**src/rtl/srl_fifo_pkg.sv**
```systemverilog
// Shared constants and helpers for the shift-register FIFO.
package srl_fifo_pkg;

  localparam int unsigned DEFAULT_WIDTH = 8;
  localparam int unsigned DEFAULT_DEPTH = 16;

  // Level counts storage entries plus the output register, so 0..DEPTH+1.
  function automatic int unsigned level_width(input int unsigned depth);
    return $clog2(depth + 2);
  endfunction

endpackage

```
**src/rtl/srl_fifo_store.sv**
```systemverilog
// Shift-register storage with an asynchronous read port; no reset, so it maps onto SRL primitives.
module srl_fifo_store #(
  parameter int unsigned WIDTH = 8,
  parameter int unsigned DEPTH = 16,
  parameter int unsigned AW    = $clog2(DEPTH)
) (
  input  logic             clock,
  input  logic             shift_en_i,
  input  logic [WIDTH-1:0] data_i,
  input  logic [AW-1:0]    addr_i,
  output logic [WIDTH-1:0] data_o
);

  logic [WIDTH-1:0] srl_q [DEPTH];

  always_ff @(posedge clock) begin
    if (shift_en_i) begin
      srl_q[0] <= data_i;
      for (int i = 1; i < DEPTH; i++) begin
        srl_q[i] <= srl_q[i-1];
      end
    end
  end

  assign data_o = srl_q[addr_i];

endmodule

```
**src/rtl/srl_fifo.sv**
```systemverilog
// FIFO built from shift storage plus a registered output stage; holds DEPTH+1 words.
module srl_fifo
  import srl_fifo_pkg::*;
#(
  parameter int unsigned WIDTH = DEFAULT_WIDTH,
  parameter int unsigned DEPTH = DEFAULT_DEPTH
) (
  input  logic                          clock,
  input  logic                          reset,
  input  logic                          s_tvalid,
  output logic                          s_tready,
  input  logic [WIDTH-1:0]              s_tdata,
  output logic                          m_tvalid,
  input  logic                          m_tready,
  output logic [WIDTH-1:0]              m_tdata,
  output logic [level_width(DEPTH)-1:0] level_o
);

  localparam int unsigned CW = $clog2(DEPTH + 1);
  localparam int unsigned AW = $clog2(DEPTH);
  localparam int unsigned LW = level_width(DEPTH);

  logic [CW-1:0]    count_q, count_d;
  logic             m_tvalid_q, m_tvalid_d;
  logic [WIDTH-1:0] m_tdata_q, m_tdata_d;
  logic [LW-1:0]    level_q, level_d;

  logic             wr, rd, load, bypass, stor_load, shift_en;
  logic [AW-1:0]    rd_addr;
  logic [WIDTH-1:0] stor_data;

  // Ready depends only on registered count: no combinational path from m_tready.
  assign s_tready = (count_q != CW'(DEPTH));
  assign wr       = s_tvalid && s_tready;
  assign rd       = m_tvalid_q && m_tready;
  assign load     = (!m_tvalid_q || m_tready) && ((count_q != '0) || wr);
  assign bypass   = load && (count_q == '0);
  assign stor_load = load && !bypass;
  assign shift_en = wr && !bypass;
  assign rd_addr  = AW'(count_q - CW'(1));

  srl_fifo_store #(
    .WIDTH (WIDTH),
    .DEPTH (DEPTH),
    .AW    (AW)
  ) u_store (
    .clock      (clock),
    .shift_en_i (shift_en),
    .data_i     (s_tdata),
    .addr_i     (rd_addr),
    .data_o     (stor_data)
  );

  always_comb begin
    count_d    = count_q;
    m_tvalid_d = m_tvalid_q;
    m_tdata_d  = m_tdata_q;
    case ({shift_en, stor_load})
      2'b10:   count_d = count_q + CW'(1);
      2'b01:   count_d = count_q - CW'(1);
      default: count_d = count_q;
    endcase
    if (bypass) begin
      m_tvalid_d = 1'b1;
      m_tdata_d  = s_tdata;
    end else if (stor_load) begin
      m_tvalid_d = 1'b1;
      m_tdata_d  = stor_data;
    end else if (rd) begin
      m_tvalid_d = 1'b0;
    end
    level_d = LW'(count_d) + LW'(m_tvalid_d);
  end

  always_ff @(posedge clock) begin
    if (reset) begin
      count_q    <= '0;
      m_tvalid_q <= 1'b0;
      level_q    <= '0;
    end else begin
      count_q    <= count_d;
      m_tvalid_q <= m_tvalid_d;
      level_q    <= level_d;
    end
  end

  // Output data carries no reset; it is ignored while m_tvalid is low.
  always_ff @(posedge clock) begin
    m_tdata_q <= m_tdata_d;
  end

  assign m_tvalid = m_tvalid_q;
  assign m_tdata  = m_tdata_q;
  assign level_o  = level_q;

endmodule

```
**config.mk**
```make
export PLATFORM = sky130hd
export DESIGN_NAME = srl_fifo
export DESIGN_NICKNAME = d
export VERILOG_FILES = /design/src/rtl/srl_fifo_pkg.sv /design/src/rtl/srl_fifo_store.sv /design/src/rtl/srl_fifo.sv
export SDC_FILE = /design/constraint.sdc
export NUM_CORES = 1
export LEC_CHECK = 0
export CAP_MARGIN = 25
export CORE_ASPECT_RATIO = 1.25
export CORE_MARGIN = 10
export CORE_UTILIZATION = 55
export DETAILED_ROUTE_END_ITERATION = 12
export PLACE_DENSITY = 0.78
export SKIP_LAST_GASP = 1
export SLEW_MARGIN = 10
export SYNTH_ARGS = -nofsm -noshare
export SYNTH_HDL_FRONTEND = slang
export SYNTH_HIERARCHICAL = 1
export SYNTH_SLANG_ARGS = --single-unit
```
**constraint.sdc**
```tcl
create_clock -name clock -period 6.5 [get_ports clock]
set_input_delay 0.65 -clock clock [delete_from_list [all_inputs] [get_ports clock]]
set_output_delay 0.65 -clock clock [all_outputs]
set_load 0.05 [all_outputs]
```
# Yosys cells after proc, flatten, opt, wreduce, memory -nomap -nowiden
# Memories as Yosys holds them, arrays and structs flattened.
# Index checks and enable logic that the tools add are counted.
# word_totals
regBits,19
latchBits,0
ramBits,128
romBits,0
inputBits,12
output_inout_bits,15
elab_cells,32
n_memories,1
# classes
n_addsub,3
n_mul,0
n_div,0
magnitude_cmp,0
n_eq_ne,3
n_shift,0
muxes,8
bitwise_logic,0
reduce_logical,13
# mem_list
name,words,width,read_ports,rd_clocked_by_memory_dff,write_ports,line_no,rtl
u_store.srl_q,16,8,16,0,16,srl_fifo_store.sv:14,logic [WIDTH-1:0] srl_q [DEPTH];
# ops
op,count
$mux W8,2
$pmux W5 S2,1
$logic_and A1 B1 Y1,6
$add A5 B1 Y5,1
$add A5 B1 Y5 const B,1
$logic_not A5 Y1,1
$mux W1,5
$ne A5 B5 Y1 const B,1
$reduce_bool A5 Y1,1
$sub A5 B1 Y5 const B,1
$eq A2 B1 Y1 const B,1
$eq A2 B2 Y1 const B,1
$logic_not A1 Y1,2
$logic_or A1 B1 Y1,2
$reduce_bool A2 Y1,1

# Longest topological paths before layout
# logic_depth
depth_word,10
mapped_depth,14
depth_no_buf,14

# Cells and area by module
# Netlist, hierarchy kept.
# by_module_without_submodules
module,n_inst,cells_per_inst,area_each_um2,seq_area_each_um2
srl_fifo_store,1,198,4877.2,3843.7
srl_fifo,1,102,1072.3,460.4

# Least setup slack after synthesis
# Ideal clock, no wire load.
# synth_path
path_kind,register to register
from,register count_q[0]
to,"register level_q[4], in the netlist level_o[4]"
setup_ns,0.121
t_arrival_ns,5.521
required_ns,6.379
setup_slack_ns,0.857
stages_incl_launch_ff,14
path_buffers,0
synth_period_minus_slack_ns,5.643
path_cell_list,dfxtp_1 > inv_1 > ha_1 > nand3_1 > nand3_1 > inv_1 > ha_1 > inv_1 > o211ai_1 > o21ai_0 > ha_1 > ha_1 > nand3b_1 > mux2_4
# synth_via
word_cells_on_any_way,18
classes_between,add/sub: 3; eq/ne: 3; mux: 3; reduce/logical: 9
# synth_lines
item,line_no,rtl
from (decl),srl_fifo.sv:23,"logic [CW-1:0] count_q, count_d;"
from (signal assigned),srl_fifo.sv:81,count_q <= count_d;
$sub A5 B1 Y5,srl_fifo.sv:60,2'b01: count_d = count_q - CW'(1);
named net rd_addr[0],srl_fifo.sv:29,logic [AW-1:0] rd_addr;
$pmux W5 S2,srl_fifo.sv:58,"case ({shift_en, stor_load})"
named net count_d[0],srl_fifo.sv:23,
$add A5 B1 Y5,srl_fifo.sv:72,level_d = LW'(count_d) + LW'(m_tvalid_d);
to (signal assigned),srl_fifo.sv:83,level_q <= level_d;
to (decl),srl_fifo.sv:26,"logic [LW-1:0] level_q, level_d;"
# The timed path passes the listed nets, and every way through them passes these cells.
# A chain may end at the register's enable or synchronous reset.

# Worst setup path after layout
# Ends and elaborated chain as after synthesis.

==> impl_metrics.toml <==
[clocking]
path_clk_slew_ns = 0.06
cts_root_buf = "clkbuf_16"
cts_hold_buffers = 0
numCtsBuffers = 17
insertion_delay_ns = 0.42
post_cts_resized = 0
tritoncts = "yes"
clkSinkCount = 147
cts_setup_buffers = 0
cts_max_path_buffers = 2
htreeDepth = 4

[detailed_routing]
drc_errors = 0
route.vias.total = 2933
initialDrtViolationCount = 206
wl_per_cell_um = 22.3
viasPerCell = 6.11
ant_nets = 0
routed_wl_mm = 10.7
dr.pass1.iters = 4

[global_route]
grt_pass1_wl_mm = 17.2
top_usage_layer = "met2"
antenna_found_initial = 0
grt_max_degree = 96
use_met1_pct = 18.1
grt_pass1_vias = 3040
use_met2_pct = 22.7
met3_usage_pct = 4.01
grt_usage_pct = 14.6
grt.overflow.total = 0

[run]
drv_cap = 0

[floorplanning]
initial_utilization_pct = 56.3
dieWidth_um = 113
std_cell_rows = 42
die_height_um = 136
dieArea_um2 = 15400
pin_count = 27
coreArea_um2 = 10600

[timing]
max_slew.worst_pin.slew_ns = 0.870
hold_viol_final = 0
setup_violations = 0
fin_worst_skew_ns = 0.0121
rsz0062_at_grt = "no"
fin_crit_sh_pct = 57.0
max_slew_margin_pct = 41.8
max_freq_mhz = 270
fin_crit_ns = 3.71
finalMaxSlewViolations = 0
setup-tns-final_ns = 0

[critical_path]
crit_chain = "inv_2, buf_12, ha_1, nor4b_1, nand2_1, nand3_1, inv_4, ha_1, inv_1, o211ai_1, o21ai_0, ha_1, ha_1, nand3b_1, mux2_4"
crit_top_cell = "ha_1"
cpPeakStageDelay_ns = 0.48
critical-path-top-delay-family = "adder cells"
crit_path_start_kind = "flip-flop"
cp.arrival_ns = 4.01
path_class = "flip-flop to flip-flop"
cp_slowest_cell = "ha_1"
required_ns = 6.81
critPathMaxFanout = 35
crit_buf_inv = 4
crit_path_end_kind = "flip-flop"

[placed_design]
hpwlAfterDp_mm = 6.45
portBuffers = 26
place_congestion = 0.868

[synthesis]
yosysUniqueCellTypes = 39
synth_ff_type = "edfxtp_1"
synth_top_cells_by_count = "136 x edfxtp_1, 18 x mux4_2, 17 x a22oi_1"
synth_area_leaders = "edfxtp_1 69%, mux4_2 6.8%, mux4_1 6.2%"
netlist_area_um2 = 5950
ys_async_sr_fraction_pct = 0
synth_most_common_cell = "edfxtp_1"
synth.largest_area_cell = "edfxtp_1"
synth_warnings = 6
synth_edf_count = 136
syn-num-nets = 320
ys_seq_area_share_pct = 72.3
synthCells = 300
syn-mean-instance-area_um2 = 19.8
synth_top_cell_area_share_pct = 68.6
ys_ff_latch = 147

[layout]
n_antenna_cell = 0
area_growth_pct = 16.5
fin_nets = 355
drive_gt1_share_pct = 18.7

[status]
status = "complete, no violations"

[worst_hold_path]
hold_class = "flip-flop to flip-flop"
cell usage in the layout (no fill, tap or decap), types with 4 or more instances in the layout:
master,netlist,final
nor2b_1,9,9
ha_1,8,8
dfxtp_1,11,11
inv_1,8,6
nand2_1,13,13
mux4_1,14,14
clkdlybuf4s50_1,0,26
clkbuf_16,0,17
nand3_1,5,5
mux2_2,8,8
clkinv_2,0,4
a22oi_1,17,17
nor2_1,7,7
bufinv_16,0,4
edfxtp_1,136,136
mux4_2,18,18
worst paths after layout:
kind | cells after the start | slack (ns) | end | start
worst min register to register | 0 | 0.44 | u_store/srl_q[6][1] | u_store/srl_q[5][1]
worst min-delay path | 0 | 0.44 | u_store/srl_q[6][1] | u_store/srl_q[5][1]
worst max-delay path | 15 | 2.79 | level_o[4] | count_q[0]
worst max register to register | 15 | 2.79 | level_o[4] | count_q[0]
flip-flops by register name, indices dropped and copies added (netlist names):
register	flops
m_tdata	8
u_store/srl_q	128
level_o	5
m_tvalid	1
count_q	5
kinds of logic after synthesis:
| logic type | synth area share [%] |
|---|---|
| buf+inv | 2.54 |
| flops | 72.3 |
| compound gates | 3.45 |
| simple gates | 4.44 |
| fa+ha+maj | 1.68 |
| mux | 15.1 |
| xor+xnor | 0.442 |
area by class of cell:
cell class                 instances  area, um^2
fill                             648        3630
sequential                       147        4300
clock inverter                    14         184
multi-input combinational        131        1490
timing repair buffer              30         323
tap                              132         165
clock buffer                      18         429
inverter                           8        32.5
per-layer routing:
metal	part of all wire (%)	wire length (um)
met3	5.3	572
met2	50	5380
met4	1.9	209
met5	0	0
met1	43	4560
metrics by stage:
step / worst slack (ns) / hold slack (ns) / instances / cell area (um^2) / util [%]
3_5_place_dp: 2.33 / 0.427 / 446 / 6270 / 59.4
6_report: 2.79 / 0.440 / 480 / 6930 / 65.6
3_3_place_gp: 2.50 / 0.423 / 446 / 6270 / 59.4
5_1_grt: 2.49 / 0.452 / 480 / 6930 / 65.6
2_1_floorplan: 0.857 / 0.417 / 300 / 5950 / -
4_1_cts: 2.34 / 0.446 / 478 / 6880 / 65.2
Power is left out: the tool's default activity adds up to more than one toggle a clock period on the data nets, which glitch-free logic cannot reach.
